## src/rtl/spiker_seq_pkg.sv

```systemverilog
// spiker_seq_pkg: shared types and constants for the spiker inference sequencer.
//   spiker_seq_state_e : sequencer FSM state encoding
//   CNT_W              : width of the inference latency counter
//   idx_width()        : width of a word index covering n words (at least 1)
package spiker_seq_pkg;

    localparam int CNT_W = 32;

    typedef enum logic [2:0] {
        S_IDLE,
        S_LOAD,
        S_KICK,
        S_RUN,
        S_SAMPLE,
        S_DRAIN
    } spiker_seq_state_e;

    function automatic int idx_width(input int n);
        return (n > 1) ? $clog2(n) : 1;
    endfunction

endpackage

```

## src/rtl/spiker_sat_counter.sv

```systemverilog
// spiker_sat_counter: up-counter with synchronous clear, enable and saturation.
//   clk_i  : clock
//   rst_i  : synchronous active-high reset (count -> 0)
//   clr_i  : synchronous clear, wins over enable
//   en_i   : count enable; the count sticks at all-ones
//   cnt_o  : current count
module spiker_sat_counter #(
    parameter int W = 8
) (
    input  logic         clk_i,
    input  logic         rst_i,
    input  logic         clr_i,
    input  logic         en_i,
    output logic [W-1:0] cnt_o
);

    logic [W-1:0] cnt_q;

    always_ff @(posedge clk_i) begin
        if (rst_i || clr_i) begin
            cnt_q <= '0;
        end else if (en_i && (cnt_q != '1)) begin
            cnt_q <= cnt_q + W'(1);
        end
    end

    assign cnt_o = cnt_q;

endmodule

```

## src/rtl/spiker_sequencer.sv

```systemverilog
// spiker_sequencer: sequences one spiker inference end to end.
//   start_i/abort_i          : control requests (start may be a level)
//   in_idx_o/in_word_i       : register-file input word select and returned word
//   core_data_o/core_load_o  : word stream into the core (data valid with load)
//   core_start_o/core_ready_i: one-cycle core kick and core idle/finished
//   sample_o/writer_ready_i  : one-cycle capture pulse and writer free
//   busy_o/done_o/timeout_o  : status (done/timeout sticky until next start)
//   cycle_cnt_o              : saturating inference latency in cycles
module spiker_sequencer
    import spiker_seq_pkg::*;
#(
    parameter int WIDTH          = 32,
    parameter int N_IN_WORDS     = 25,
    parameter int TIMEOUT_CYCLES = 65536,
    parameter int IDX_W          = idx_width(N_IN_WORDS)
) (
    input  logic             clk_i,
    input  logic             rst_i,
    input  logic             start_i,
    input  logic             abort_i,
    output logic [IDX_W-1:0] in_idx_o,
    input  logic [WIDTH-1:0] in_word_i,
    output logic [WIDTH-1:0] core_data_o,
    output logic             core_load_o,
    output logic             core_start_o,
    input  logic             core_ready_i,
    output logic             sample_o,
    input  logic             writer_ready_i,
    output logic             busy_o,
    output logic             done_o,
    output logic             timeout_o,
    output logic [CNT_W-1:0] cycle_cnt_o
);

    localparam int TO_W = $clog2(TIMEOUT_CYCLES);

    spiker_seq_state_e state_q;
    logic [IDX_W-1:0]  idx_q;
    logic              load_q, kick_q, sample_q, busy_q, done_q, timeout_q;
    logic              low_seen_q;   // DRAIN has seen the writer go busy

    logic [TO_W-1:0]   tmo_cnt;
    logic              accept, tmo_hit, first_run;

    assign accept    = (state_q == S_IDLE) && start_i && writer_ready_i;
    // The timer is cleared in KICK, so it reads 0 in the first RUN cycle,
    // the cycle in which a stale ready from before the kick must be ignored.
    assign first_run = (tmo_cnt == '0);
    assign tmo_hit   = (tmo_cnt == TO_W'(TIMEOUT_CYCLES - 1));

    spiker_sat_counter #(.W(TO_W)) u_tmo_cnt (
        .clk_i (clk_i),
        .rst_i (rst_i),
        .clr_i (state_q == S_KICK),
        .en_i  (state_q == S_RUN),
        .cnt_o (tmo_cnt)
    );

    spiker_sat_counter #(.W(CNT_W)) u_cycle_cnt (
        .clk_i (clk_i),
        .rst_i (rst_i),
        .clr_i (accept),
        .en_i  (state_q != S_IDLE),
        .cnt_o (cycle_cnt_o)
    );

    // Strobes are registered decodes of the state being entered.
    always_ff @(posedge clk_i) begin
        if (rst_i) begin
            state_q    <= S_IDLE;
            idx_q      <= '0;
            load_q     <= 1'b0;
            kick_q     <= 1'b0;
            sample_q   <= 1'b0;
            busy_q     <= 1'b0;
            done_q     <= 1'b0;
            timeout_q  <= 1'b0;
            low_seen_q <= 1'b0;
        end else begin
            load_q   <= 1'b0;
            kick_q   <= 1'b0;
            sample_q <= 1'b0;
            if (abort_i && (state_q != S_IDLE)) begin
                state_q <= S_IDLE;
                busy_q  <= 1'b0;
                idx_q   <= '0;
            end else begin
                case (state_q)
                    S_IDLE: begin
                        if (accept) begin
                            state_q   <= S_LOAD;
                            busy_q    <= 1'b1;
                            done_q    <= 1'b0;
                            timeout_q <= 1'b0;
                            idx_q     <= '0;
                            load_q    <= 1'b1;
                        end
                    end
                    S_LOAD: begin
                        if (idx_q == IDX_W'(N_IN_WORDS - 1)) begin
                            state_q <= S_KICK;
                            idx_q   <= '0;
                            kick_q  <= 1'b1;
                        end else begin
                            idx_q  <= idx_q + IDX_W'(1);
                            load_q <= 1'b1;
                        end
                    end
                    S_KICK: state_q <= S_RUN;
                    S_RUN: begin
                        // Ready beats a timeout landing on the same cycle.
                        if (core_ready_i && !first_run) begin
                            state_q <= S_SAMPLE;
                        end else if (tmo_hit) begin
                            state_q   <= S_IDLE;
                            busy_q    <= 1'b0;
                            timeout_q <= 1'b1;
                        end
                    end
                    S_SAMPLE: begin
                        if (writer_ready_i) begin
                            state_q    <= S_DRAIN;
                            sample_q   <= 1'b1;
                            low_seen_q <= 1'b0;
                        end
                    end
                    S_DRAIN: begin
                        // Writer must first go busy with the sample, then free again.
                        if (!writer_ready_i) begin
                            low_seen_q <= 1'b1;
                        end else if (low_seen_q) begin
                            state_q <= S_IDLE;
                            busy_q  <= 1'b0;
                            done_q  <= 1'b1;
                        end
                    end
                    default: begin
                        state_q <= S_IDLE;
                        busy_q  <= 1'b0;
                    end
                endcase
            end
        end
    end

    assign in_idx_o     = idx_q;
    assign core_data_o  = load_q ? in_word_i : '0;
    assign core_load_o  = load_q;
    assign core_start_o = kick_q;
    assign sample_o     = sample_q;
    assign busy_o       = busy_q;
    assign done_o       = done_q;
    assign timeout_o    = timeout_q;

endmodule

```

## config.mk

```make
export PLATFORM = sky130hd
export DESIGN_NAME = spiker_sequencer
export DESIGN_NICKNAME = d
export VERILOG_FILES = /design/src/rtl/spiker_seq_pkg.sv /design/src/rtl/spiker_sat_counter.sv /design/src/rtl/spiker_sequencer.sv
export SDC_FILE = /design/constraint.sdc
export NUM_CORES = 1
export LEC_CHECK = 0
export CELL_PAD_IN_SITES_DETAIL_PLACEMENT = 1
export CELL_PAD_IN_SITES_GLOBAL_PLACEMENT = 1
export CORE_AREA = 2 2 110 112
export DETAILED_ROUTE_END_ITERATION = 8
export DIE_AREA = 0 0 112 114
export PLACE_DENSITY = 0.88
export SETUP_SLACK_MARGIN = 0.2
export SLEW_MARGIN = 10
export SYNTH_ARGS = -nofsm -noshare
export SYNTH_HDL_FRONTEND = slang
export SYNTH_SLANG_ARGS = --single-unit
```

## constraint.sdc

```tcl
create_clock -name clk_i -period 2.3 [get_ports clk_i]
set_clock_uncertainty 0.05 [all_clocks]
set_input_delay 0.23 -clock clk_i [delete_from_list [all_inputs] [get_ports clk_i]]
set_output_delay 0.23 -clock clk_i [all_outputs]
set_load 0.01 [all_outputs]
```

# Yosys cells after proc, flatten, opt, wreduce, memory -nomap -nowiden

Cells that the tools add are included.

Equality and inequality tests: 18
Reduce and logical (&&, ||, !) cells: 26
Multiplexer cells: 33
Add/sub/neg operators: 3
Bitwise gates (word level): 4

Operator list:

| cell                                                                   | number |
|---|---|
| 32-bit by 1-bit adder with 32-bit output (second input constant)       | 1 |
| 32-bit two-way mux                                                     | 1 |
| 32-bit inequality test (second input constant)                         | 1 |
| 3-bit two-way mux                                                      | 7 |
| 3-bit case mux with 6 select lines                                     | 1 |
| 16-bit by 1-bit adder with 16-bit output (second input constant)       | 1 |
| 16-bit equality test (second input constant)                           | 1 |
| 16-bit logical NOT                                                     | 1 |
| 1-bit two-way mux                                                      | 16 |
| 16-bit inequality test (second input constant)                         | 1 |
| 2-bit inequality test (second input constant)                          | 7 |
| 6-bit AND reduction                                                    | 2 |
| 5-bit two-way mux                                                      | 2 |
| 5-bit case mux with 2 select lines                                     | 1 |
| 5-bit AND reduction                                                    | 2 |
| 3-bit OR reduction                                                     | 3 |
| 1-bit case mux with 2 select lines                                     | 4 |
| 2-bit nonzero test                                                     | 4 |
| 3-bit by 2-bit equality test with 1-bit output (second input constant) | 2 |
| 3-bit equality test (second input constant)                            | 2 |
| 1-bit logical AND                                                      | 6 |
| 5-bit by 1-bit adder with 5-bit output (second input constant)         | 1 |
| 5-bit equality test (second input constant)                            | 1 |
| 1-bit inverter                                                         | 4 |
| 11 further kinds                                                       | 12 |

Register bits: 63
Word-level logic and storage cells: 95
Output and inout port bits: 75
Input bits: 38

# Logic depth before layout (Yosys ltp)

Gate-level depths: netlist of run 1.

Word-level depth: 5
Mapped depth: 7
Gate-level depth less buffers: 7

# Modules after synthesis

Synthesis of run 1 repeated with hierarchy kept, for this count alone.

Cell total of the unflattened synthesis: 429
Area total of the unflattened synthesis: 3638.5 um2

Modules (own cells, without submodules):

| module                           | sequential area each (um2) | times used | cells an instance | area each (um2) |
|---|---|---|---|---|
| spiker_sat_counter (u_cycle_cnt) | 640.6                      | 1          | 189               | 1681.6 |
| spiker_sequencer                 | 300.3                      | 1          | 145               | 1109.8 |
| spiker_sat_counter (u_tmo_cnt)   | 320.3                      | 1          | 95                | 847.1 |

# Worst setup path before layout of run 1

No wires, ideal clock.

Path kind: reg-to-reg
Start point: register u_cycle_cnt.cnt_q[7] (netlist: u_cycle_cnt.cnt_o[7])
End point: register u_cycle_cnt.cnt_q[30] (netlist: u_cycle_cnt.cnt_o[30])
Stages on the path, launching flop included: 7
Library setup time: 0.070 ns
Data required time: 2.180 ns
Arrival time: 2.131 ns
Path buffers: 1
Period minus slack after synthesis: 2.252 ns
Path slack: 0.048 ns
Cells stage by stage: dfxtp_1 nand4_2 or3_4 or4_1 buf_2 or3_1 a21oi_1

Longest elaborated chain between the ends: 2
Elaborated cells between the ends (all ways): 3
Classes of those cells: 1 x add/sub; 1 x eq/ne; 1 x reduce/logical

RTL lines:

| element                                                                                          | line                     | source |
|---|---|---|
| start, declared                                                                                  | spiker_sat_counter.sv:17 | `logic [W-1:0] cnt_q;` |
| start signal, assigned                                                                           | spiker_sat_counter.sv:23 | `cnt_q <= cnt_q + W'(1);` |
| parallel branches: the longest is 2 deep, another holds 32-bit by 1-bit adder with 32-bit output | --                       |  |

Parallel ways; which one is timed is not known.
A chain may end at the register's enable or synchronous reset.

# Worst setup path in the final report of run 1

Start point: register u_cycle_cnt.cnt_q[9] (netlist: u_cycle_cnt.cnt_o[9])
End point: register u_cycle_cnt.cnt_q[27] (netlist: u_cycle_cnt.cnt_o[27])

The elaborated chain is that of the path after synthesis.

==> results.toml, run 1 <==
[cts]
cts_buffers = 9
cts_sinks = 63
clk_pin_slew_ns = 0.05
htreeDepth = 3
cts_tree = "built"
clock_latency_ns = 0.33
ctsHoldBuffers = 0
cts.path.max_buffers = 2
ctsRootBufferMaster = "clkbuf_16"

[final_layout]
layout-drive-gt1-share_pct = 12.0
multi_input_area_um2 = 2090
seq_area_um2 = 1290
design_area_um2 = 5180
n_fill_cell = 1408
final_cell_mix = "clkdlybuf4s50_1, dfxtp_1, nor2_1, and2_1, a21oi_1"
finalNetCount = 603
final_common_cell = "clkdlybuf4s50_1"
area_delta_synth_final_pct = 52.2
antenna_cells = 0

[route]
drt_iter0_drc = 138
wire_per_inst_um = 15.9
ant_nets = 0
first_pass_iters = 6
avgViaCountPerCell = 5.12
vias = 3642
drc_errors = 0
routed_wl_mm = 11.4

[synth]
ys_top_cells_by_area = "dfxtp_1, xnor2_1, and2_1"
synth_edf_count = 0
synth_seq_cells = 63
synth_ff_type = "dfxtp_1"
synth_top_area_share_pct = 37.0
yosysSeqAreaShare_pct = 37.0
avgSynthCellArea_um2 = 7.90
ys_types = 44
ys_warn_count = 0
synth-async-reset-ratio_pct = 0
syn_area_um2 = 3410
syn-num-nets = 474
yosysTopAreaCell = "dfxtp_1"
syn_inst = 431

[min_path]
hold_start = "timeout_o$_SDFFE_PP0P_"
hold_path_end = "timeout_o$_SDFFE_PP0P_"
hold_depth = 2
hold_path.class = "flop to flop"

[global_route]
grt_max_degree = 34
grt-ovfl-total = 0
antenna_found_initial = 0
grt_pass1_wl_mm = 18.1
first_global_vias = 3663
grt.total_usage_pct = 17.4

[die]
die_y_um = 114
start_util_pct = 29.1
fp.dieW_um = 112
io_pins = 113
rows = 40
core_um2 = 11700
dieArea_um2 = 12800

[place]
port_buffers = 112
gp_congestion = 0.812
post-dp-hpwl_mm = 8.40
placed_area_um2 = 4820

[critical_path]
cp_cell_sequence = "nand4_4 -> or4_4 -> a2111o_1 -> or3_4 -> a21oi_2"
crit_path_top_delay_cell = "or4_4"
reg2reg_slack_ns = 0.25
crit_arrival_ns = 2.27
critPathMaxStageDelay_ns = 0.53
crit_type = "flop to flop"
crit_fanout = 7
worst_ep_required_time_ns = 2.52
endpoint_kind = "flop"
r2r_end = "u_cycle_cnt.cnt_o[27]$_SDFFE_PP0P_"
rr_worst_depth = 5
cp-start-kind = "flop"
regToRegStartpoint = "u_cycle_cnt.cnt_o[9]$_SDFFE_PP0P_"

[timing]
setup_violations = 0
rsz0062_at_grt = "true"
worstMarginPinSlew_ns = 0.554
max_freq_ghz = 0.487
fin_crit_sh_pct = 89.2
fin_crit_ns = 2.05
slew_violations = 0
tns_ns = 0
hold_viol = 0
slew_headroom_pct = 62.1

[flow_run]
drv_cap = 0

[power_and_ir_drop]
p_leak_nw = 1.73
power_density_nw_per_um2 = 559
ir_worst_vdd_v = 0.000361

[status]
status = "finished clean"
where the power goes:
| part | switching (mW) | internal [mW] |
|---|---|---|
| sequential | 0.0285 | 1.11 |
| combinational | 0.275 | 0.289 |
| clock | 0.470 | 0.718 |
| total | 0.774 | 2.12 |
worst max-delay path by stage:
stage | slack [ns] | depth (start not counted) | end | start
after CTS | 0.21 | 6 | u_tmo_cnt.cnt_o[13]$_SDFFE_PP0P_ | u_tmo_cnt.cnt_o[0]$_SDFFE_PP0P_
after floorplan | 0.20 | 6 | u_cycle_cnt.cnt_o[30]$_SDFFE_PP0P_ | u_cycle_cnt.cnt_o[8]$_SDFFE_PP0P_
after detailed placement | 0.08 | 5 | u_cycle_cnt.cnt_o[30]$_SDFFE_PP0P_ | u_cycle_cnt.cnt_o[9]$_SDFFE_PP0P_
after global routing | 0.11 | 5 | u_cycle_cnt.cnt_o[29]$_SDFFE_PP0P_ | u_cycle_cnt.cnt_o[9]$_SDFFE_PP0P_
after global placement | 0.13 | 5 | u_cycle_cnt.cnt_o[30]$_SDFFE_PP0P_ | u_cycle_cnt.cnt_o[9]$_SDFFE_PP0P_
final | 0.25 | 5 | u_cycle_cnt.cnt_o[27]$_SDFFE_PP0P_ | u_cycle_cnt.cnt_o[9]$_SDFFE_PP0P_
kinds of logic after synthesis:
| group | Yosys count | synth area share (%) |
|---|---|---|
| flip-flops | 63 | 37.0 |
| buffers and inverters | 34 | 3.78 |
| adder cells (fa/ha/maj) | 5 | 1.84 |
| AND/OR/NAND/NOR | 221 | 36.1 |
| AO/OA/AOI/OAI | 82 | 14.5 |
| XOR/XNOR | 24 | 6.17 |
| multiplexers | 2 | 0.588 |
area by class of cell:
class                      count  area share (%)
tap                          147            3.55
inverter                      15            1.09
clock buffer                  11            4.49
clock inverter                 5           0.483
sequential                    63            24.9
timing repair buffer         137            25.2
multi-input combinational    334            40.2
metal layers:
layer  track usage [%]  share of wire [%]  vias up
met1              20.5                 42     1746
met3              5.05                3.7       17
met4              4.96                1.8        0
met5                 0                  0        -
li1                  -                  -     1816
met2              30.9                 53       63
critical path: cells and delay by family, from the launching register on:
family | cells | cell delay [ns]
DFF | 1 | 0.38
and+or+nand+nor | 3 | 1.04
AOI/OAI and AO/OA | 2 | 0.53
through the flow:
| stage | setup WS, ns | hold WS [ns] | std cells | util [%] | total power [mW] |
|---|---|---|---|---|---|
| 2_1_floorplan | 0.202 | 0.249 | 431 | - | 1.43 |
| 3_3_place_gp | 0.131 | 0.395 | 689 | 41.2 | 1.71 |
| 4_1_cts | 0.213 | 0.413 | 706 | 43.5 | 2.94 |
| 3_5_place_dp | 0.0814 | 0.400 | 689 | 41.2 | 1.73 |
| 5_1_grt | 0.109 | 0.444 | 712 | 44.3 | 3.05 |
| 6_report | 0.249 | 0.408 | 712 | 44.3 | 2.90 |
flip-flops by register name (all words and copies together) (netlist names):
name,cells
busy_o,1
timeout_o,1
core_load_o,1
done_o,1
in_idx_o,5
sample_o,1
core_start_o,1
low_seen_q,1
u_cycle_cnt.cnt_o,32
u_tmo_cnt.cnt_o,16
state_q,3
cell usage after synthesis, types with 2 or more instances:
cell type and count:
dfxtp_1 63, nor2_1 41, and2_1 32, a21oi_1 30, nand2_1 27, o21ai_0 26, nand3_1 24, or3_1 24
xnor2_1 24, nor3_1 20, clkbuf_1 18, inv_1 15, and4_1 10, and3_1 8, nand4_1 6, ha_1 5
nor4_1 5, or4_1 5, a211oi_1 4, a2111oi_0 3, a311oi_1 3, nand2b_1 3, nand4b_1 3, nor3b_1 3
o31a_1 3, a21o_1 2, a22oi_1 2, a31oi_1 2, mux2i_1 2, nand3b_1 2, nor2b_1 2, nor4b_1 2
what timing repair did:
action                                  4_1_cts  5_1_grt
gates resized for setup                       2       16
pin swaps                                     2        2
endpoints found under the setup margin        9       24
endpoints found under the hold margin         0        0
buffers inserted                              1        6
Power figures use the tool's default switching activity.
==> inputs of run 2 (changes only) <==
- CTS_CLUSTER_SIZE: default -> 14
==> results of run 2 <==
The final DEF is identical to that of run 1; final timing and power are the same.
==> inputs of run 3 (changes only) <==
- CORE_AREA: 2 2 110 112 -> 2 2 102 104
- DIE_AREA: 0 0 112 114 -> 0 0 104 106
- PLACE_DENSITY: 0.88 -> 0.95
- clock period: 2.3 -> 2.6 ns (I/O delays scaled with it)
==> results.toml, run 3 (synthesized netlist as in run 1, its figures left out) <==
[cts]
ctsRootBufferMaster = "clkbuf_8"
htreeDepth = 3
clock_latency_ns = 0.34
cts_sinks = 63
ctsHoldBuffers = 0
cts_tree = "built"
cts_buffers = 9
cts.path.max_buffers = 2
clk_pin_slew_ns = 0.08

[timing]
fin_crit_ns = 2.26
max_freq_ghz = 0.442
setup_violations = 0
fin_crit_sh_pct = 87.1
worstMarginPinSlew_ns = 0.595
slew_headroom_pct = 60.3
tns_ns = 0
hold_viol = 0
whs_ns = 0.421
slew_violations = 0
rsz0062_at_grt = "false"

[global_route]
top_usage_layer = "met2"
antenna_found_initial = 0
grt_max_degree = 34
met3_usage_pct = 5.33
first_global_vias = 3725
use_met2_pct = 38.8
grt-ovfl-total = 0
grt.total_usage_pct = 20.5
use_met1_pct = 23.0
grt_pass1_wl_mm = 18.5

[critical_path]
crit_path_top_delay_cell = "or4_4"
cp-start-kind = "flop"
crit_type = "flop to flop"
crit_buf_inv = 0
worst_ep_required_time_ns = 2.83
endpoint_kind = "flop"
critPathTopFamily = "simple AND/OR/NAND/NOR gates"
crit_fanout = 8
critPathMaxStageDelay_ns = 0.58
cp_cell_sequence = "nand4_4 -> or3_4 -> or4_4 -> or3_1 -> a21oi_1"
crit_arrival_ns = 2.50

[route]
first_pass_iters = 4
routed_wl_mm = 11.4
avgViaCountPerCell = 5.30
wire_per_inst_um = 16.5
ant_nets = 0
drc_errors = 0
drt_iter0_drc = 99
vias = 3660

[final_layout]
final_common_cell = "clkdlybuf4s50_1"
antenna_cells = 0
area_delta_synth_final_pct = 45.9
largest_register_ffs = 32
seq_area_um2 = 1260
finalNetCount = 593
multi_input_area_um2 = 2040
final_cell_mix = "clkdlybuf4s50_1, dfxtp_1, nor2_1, and2_1, a21oi_1"
n_fill_cell = 1230
layout-drive-gt1-share_pct = 6.31
post-route-util_pct = 49.7
final_cells = 691

[die]
fp.dieW_um = 104
dieArea_um2 = 11000
io_pins = 113
rows = 37
die_y_um = 106
core_um2 = 10000
start_util_pct = 34.1

[place]
dp.cells = 673
gp_congestion = 0.907
post-dp-hpwl_mm = 8.49
port_buffers = 112

[power_and_ir_drop]
ir_worst_vdd_v = 0.000254
power_density_nw_per_um2 = 493
total_power_mw = 2.45
p_leak_nw = 1.61

[min_path]
hold_path.class = "flop to flop"

[flow_run]
drv_cap = 0

[status]
status = "finished clean"
[run 3: path summary, 6_finish.rpt]
path                            slack (ns)                                 end                              start  depth (start not counted)
worst min register to register        0.42              timeout_o$_SDFFE_PP0P_             timeout_o$_SDFFE_PP0P_                          2
worst max register to register        0.34  u_cycle_cnt.cnt_o[30]$_SDFFE_PP0P_  u_cycle_cnt.cnt_o[8]$_SDFFE_PP0P_                          5
worst min-delay path                  0.42              timeout_o$_SDFFE_PP0P_             timeout_o$_SDFFE_PP0P_                          2
worst max-delay path                  0.34  u_cycle_cnt.cnt_o[30]$_SDFFE_PP0P_  u_cycle_cnt.cnt_o[8]$_SDFFE_PP0P_                          5
[run 3: worst register-to-register path, cell delays in order (launching register included)]
cell and delay, ns:
dfxtp_1 0.47, nand4_4 0.18, or3_4 0.45, or4_4 0.58, or3_1 0.36, a21oi_1 0.13
[run 3: area by class of cell]
class                           count  area share [%]
Clock buffer                       10            2.57
Timing Repair Buffer              126            24.7
Inverter                           15            1.13
Tap cell                          136            3.42
Clock inverter                      6            1.71
Multi-Input combinational cell    335            41.0
Sequential cell                    63            25.4
[run 3: routing by layer]
metal | wire length, um | up-vias
li1 | - | 1797
met1 | 4690 | 1787
met2 | 6220 | 66
met3 | 413 | 10
met4 | 83 | 0
met5 | 0 | -
[run 3: timing repair]
action,CTS,global route
endpoints found under the setup margin,1,30
gates resized for setup,1,3
pin swaps,0,1
buffers inserted,0,1
cloned,0,1
[run 3: power breakdown]
group / internal, mW / switching [mW] / total, mW
sequential: 0.988 / 0.0461 / 1.03
clock: 0.537 / 0.404 / 0.940
combinational: 0.251 / 0.222 / 0.473
[run 3: stage by stage]
| stage | setup slack [ns] | area (um^2) |
|---|---|---|
| 2_1_floorplan | 0.348 | 3410 |
| 3_3_place_gp | 0.322 | 4720 |
| 3_5_place_dp | 0.217 | 4720 |
| 4_1_cts | 0.216 | 4940 |
| 5_1_grt | 0.196 | 4970 |
| 6_report | 0.336 | 4970 |
==> variant 1, RTL diff (settings of run 2) <==
Reset style: asynchronous (`rst_i`), changed in one clocked block. Comments in the files are not updated.
--- a/src/rtl/spiker_sequencer.sv
+++ b/src/rtl/spiker_sequencer.sv
@@ -65,7 +65,7 @@
     );
 
     // Strobes are registered decodes of the state being entered.
-    always_ff @(posedge clk_i) begin
+    always_ff @(posedge clk_i or posedge rst_i) begin
         if (rst_i) begin
             state_q    <= S_IDLE;
             idx_q      <= '0;
Behaviour: differs if rst_i is asserted again (counterexample within 4 cycles, from zero or initial values and one cycle with rst_i high); with rst_i held inactive, the same outputs for 10 cycles.
==> variant 1 against run 2 <==
Area after synthesis rose by 1.5%. Design area is 2.1% higher. Sequential cell count stayed put. Setup slack about the same. Total power grew 29%. Wire length grew 8.5%. Sequential share of layout area up 0.81 points. Maximum frequency about the same.
==> variant 1: results <==
set metrics [dict create \
    rrSetupSlack_ns 0.25 \
    met1_usage_pct 21.4 \
    antenna_cells 0 \
    place_inst 681 \
    pg_comb_w 0.00111 \
    buffer_area_share_pct 25.5 \
    path_clk_slew_ns 0.06 \
    drtIter0Drc 157 \
    ir_worst_vdd_mv 0.314 \
    synth_area_leaders "dfxtp_1, dfrtp_1, and2_1, o21ai_0, a21oi_1" \
    nClkBuffers 10 \
    crit_end "state_q[0]$_DFFE_PP0P_" \
    wl_microns 12300 \
    synth_compound_area_share_pct 17.3 \
    max_stage_delay_ns 0.48 \
    regArea_sq_um 1360 \
    reg2regPathDepth 4 \
    gp_congestion 0.882 \
    clock_area_share_pct 5.65 \
    nFillCells 1375 \
    clockBufferDepth 2 \
    coreArea_sq_um 11700 \
    p_leak_nw 1.95 \
    worst_pin_slew_ns 0.671 \
    first_pass_iters 4 \
    muxShareOfSynthArea_pct 0.290 \
    ys_seq_area_share_pct 38.7 \
    rr_startpoint "state_q[2]$_DFFE_PP0P_" \
    yosysUniqueCellTypes 51 \
    worstHoldPathType "in2async" \
    cp.arrival_ns 2.24 \
    cp_max_fo 12 \
    via_per_inst 5.32 \
    grt_pass1_vias 3820 \
    status "finished clean" \
    nonClockBufferCount 142 \
    clock_latency_ns 0.34 \
    hpwl_microns 8830 \
    synthAdderAreaFrac_pct 1.81 \
    async_reset_ff_share_pct 23.8 \
    nets 597 \
    swShare_pct 30.6 \
    wl_per_cell_microns 17.5 \
    grt_use_met2_pct 33.4 \
    synth_fp_nets 463 \
    seq_power_share_pct 33.9 \
    synthesis.instances 420 \
    gr-usage-all-layers_pct 18.7 \
    inv_count 14 \
    drive_gt1_share_pct 14.8 \
    multiInputGateArea_sq_um 2050 \
    postPlaceCellArea_sq_um 4880 \
    synth_common_cells "dfxtp_1, and2_1, o21ai_0" \
    grt_pass1_wl_microns 19200 \
    crit_type "reg2reg" \
    multi_input_cells 324 \
    use_met3_pct 3.88 \
    crit_slowest_cell "dfrtp_2" \
    synth_xor_area_share_pct 4.06 \
]
-- variant 1: kinds of logic after synthesis --
kind of cell / count (synthesis)
fa+ha+maj: 5
compound gates: 97
mux: 1
buf+inv: 33
xor+xnor: 16
flops: 63
simple gates: 205
-- variant 1: worst min path at each step --
stage                                        endpoint  depth (start not counted)
floorplan                          busy_o$_DFFE_PP0P_                          1
global placement    u_cycle_cnt.cnt_o[9]$_SDFFE_PP0P_                          2
detailed placement              timeout_o$_DFFE_PP0P_                          1
CTS                                busy_o$_DFFE_PP0P_                          2
global route                       busy_o$_DFFE_PP0P_                          2
finish                             done_o$_DFFE_PP0P_                          2
-- variant 1: layer usage --
metal	part of all wire, %	routed length [microns]	up-vias
li1	-	-	1793
met1	41	5090	1851
met2	51	6340	79
met3	3.9	477	31
met4	3.4	416	0
met5	0	0	-
-- variant 1: what timing repair did --
item / in CTS / in global routing
endpoints found under the setup margin: 38 / 26
pin swaps: 2 / 2
gates resized for setup: 6 / 15
setup buffers: 3 / 6
-- variant 1: per-stage QoR --
| step | hold WS (ns) | setup WS [ns] | utilization (%) | power, W |
|---|---|---|---|---|
| 2_1_floorplan | 0.0963 | 0.204 | - | 0.00175 |
| 3_3_place_gp | 0.428 | 0.158 | 41.6 | 0.00228 |
| 3_5_place_dp | 0.434 | 0.0694 | 41.6 | 0.00233 |
| 4_1_cts | 0.152 | 0.188 | 44.5 | 0.00372 |
| 5_1_grt | 0.197 | 0.179 | 45.2 | 0.00392 |
| 6_report | 0.166 | 0.249 | 45.2 | 0.00375 |
-- variant 1: worst max-delay path: cells and delay by family, from the launching register on --
kind             cells  cell delay [ns]
AO/OA/AOI/OAI        1             0.28
flip-flops           1             0.48
AND/OR/NAND/NOR      3             1.13
==> variant 2, RTL diff (flow settings as in run 2) <==
Without the edit above. `WIDTH`: 32 -> 24.
--- a/src/rtl/spiker_sequencer.sv
+++ b/src/rtl/spiker_sequencer.sv
@@ -9,7 +9,7 @@
 module spiker_sequencer
     import spiker_seq_pkg::*;
 #(
-    parameter int WIDTH          = 32,
+    parameter int WIDTH          = 24,
     parameter int N_IN_WORDS     = 25,
     parameter int TIMEOUT_CYCLES = 65536,
     parameter int IDX_W          = idx_width(N_IN_WORDS)
Ports: changed (resized core_data_o and in_word_i); port bits go from 113 to 97. The function was not compared with the original's and may differ.
==> variant 2 against run 2 <==
Total power increased by 27%. Setup slack improved by 0.0020 ns. Wire length increased by 5.7%. Sequential cell count unchanged. Area after synthesis increased by 2.6%. Hold slack improved by 0.030 ns. Die area unchanged. Count of clock-buffer cells in the layout unchanged. Design area decreased by 2.7%.
==> variant 2: results <==
set metrics [dict create \
    status "finished clean" \
    grt_max_degree 39 \
    gp_congestion 0.836 \
    synth_fp_nets 455 \
    first_pass_iters 4 \
    timing.hold.ws_ns 0.438 \
    wl_microns 12000 \
    p_leak_nw 1.73 \
    ir_worst_vdd_mv 0.344 \
    ctsRootBufferMaster "clkbuf_16" \
    antenna_cells 0 \
    drtIter0Drc 192 \
    max_stage_delay_ns 0.64 \
    grt_pass1_wl_microns 18600 \
    nFillCells 1387 \
    cp_max_fo 5 \
    drive_gt1_share_pct 13.1 \
    synth_common_cells "dfxtp_1, a21oi_1, and2_1" \
    cp.arrival_ns 2.27 \
    gr-usage-all-layers_pct 18.0 \
    yosysUniqueCellTypes 58 \
    portBuffers 96 \
    crit_slowest_cell "or4b_2" \
    cts_buffers 9 \
    nets 558 \
    synth_area_leaders "dfxtp_1, and2_1, a21oi_1, or4_1, nand3_1" \
    worst_pin_slew_ns 0.517 \
    ys_seq_area_share_pct 36.1 \
    vias 3631 \
    grt_pass1_vias 3822 \
]
-- variant 2: changes by cell type in the layout (fill, tap and decap cells not counted), sizes merged, moves of 11 or more --
cell                  run 2  this run
xor2                      0        12
o31ai                     0        16
nor3                     20         6
xnor2                    24         4
or3                      25        10
nor2                     41        30
clkdlybuf4s50           112        96
or4                       5        19
-- variant 2: cell families (layout without fill, tap and decap cells) --
family                   count (synthesis)  after routing  synth area share [%]
AND/OR/NAND/NOR                        203            203                  34.5
AO/OA/AOI/OAI                           97             97                  17.5
flip-flops                              63             63                  36.1
buffers and inverters                   32            140                  4.97
XOR/XNOR                                16             16                  4.01
adder cells (fa/ha/maj)                  5              5                  1.79
multiplexers                             4              4                  1.15
-- variant 2: final cells by class --
class | count | area [sq um] | area share [%]
Clock buffer | 11 | 253 | 5.01
Sequential cell | 63 | 1270 | 25.3
Clock inverter | 5 | 80.1 | 1.59
Timing Repair Buffer | 115 | 1110 | 22.0
Inverter | 9 | 33.8 | 0.670
Multi-Input combinational cell | 325 | 2110 | 41.8
Tap cell | 147 | 184 | 3.65
-- variant 2: report_power, final --
group          switching (W)  internal, W  leakage [nW]
logic               0.000483     0.000449          1.06
registers          0.0000962      0.00115         0.513
clock network       0.000507      0.00101         0.158
-- variant 2: per-layer routing --
layer | share of wire, % | vias up | GRT usage [%] | wire length [microns]
met3 | 3.4 | 21 | 4.04 | 406
li1 | - | 1761 | - | -
met1 | 42 | 1771 | 20.2 | 5010
met4 | 2.0 | 0 | 7.72 | 244
met2 | 53 | 78 | 33.1 | 6340
met5 | 0 | - | 0 | 0
-- variant 2: timing repair --
item	in CTS	in global routing
pin swaps	0	2
endpoints found under the setup margin	26	25
gates resized for setup	2	19
buffers inserted	2	2
-- variant 2: worst paths after layout --
kind,from,end,depth (start not counted)
worst min-delay path,done_o$_SDFFE_PP0P_,done_o$_SDFFE_PP0P_,2
worst max register to register,u_tmo_cnt.cnt_o[0]$_SDFFE_PP0P_,timeout_o$_SDFFE_PP0P_,6
worst max-delay path,u_tmo_cnt.cnt_o[0]$_SDFFE_PP0P_,timeout_o$_SDFFE_PP0P_,6
worst min register to register,done_o$_SDFFE_PP0P_,done_o$_SDFFE_PP0P_,2
-- variant 2: through the flow --
step | total power (W) | instances | worst slack [ns] | instance area (sq um)
2_1_floorplan | 0.00172 | 420 | 0.331 | 3500
3_3_place_gp | 0.00212 | 655 | 0.313 | 4620
3_5_place_dp | 0.00217 | 655 | 0.186 | 4620
4_1_cts | 0.00369 | 673 | 0.148 | 4980
5_1_grt | 0.00384 | 675 | 0.180 | 5040
6_report | 0.00369 | 675 | 0.251 | 5040
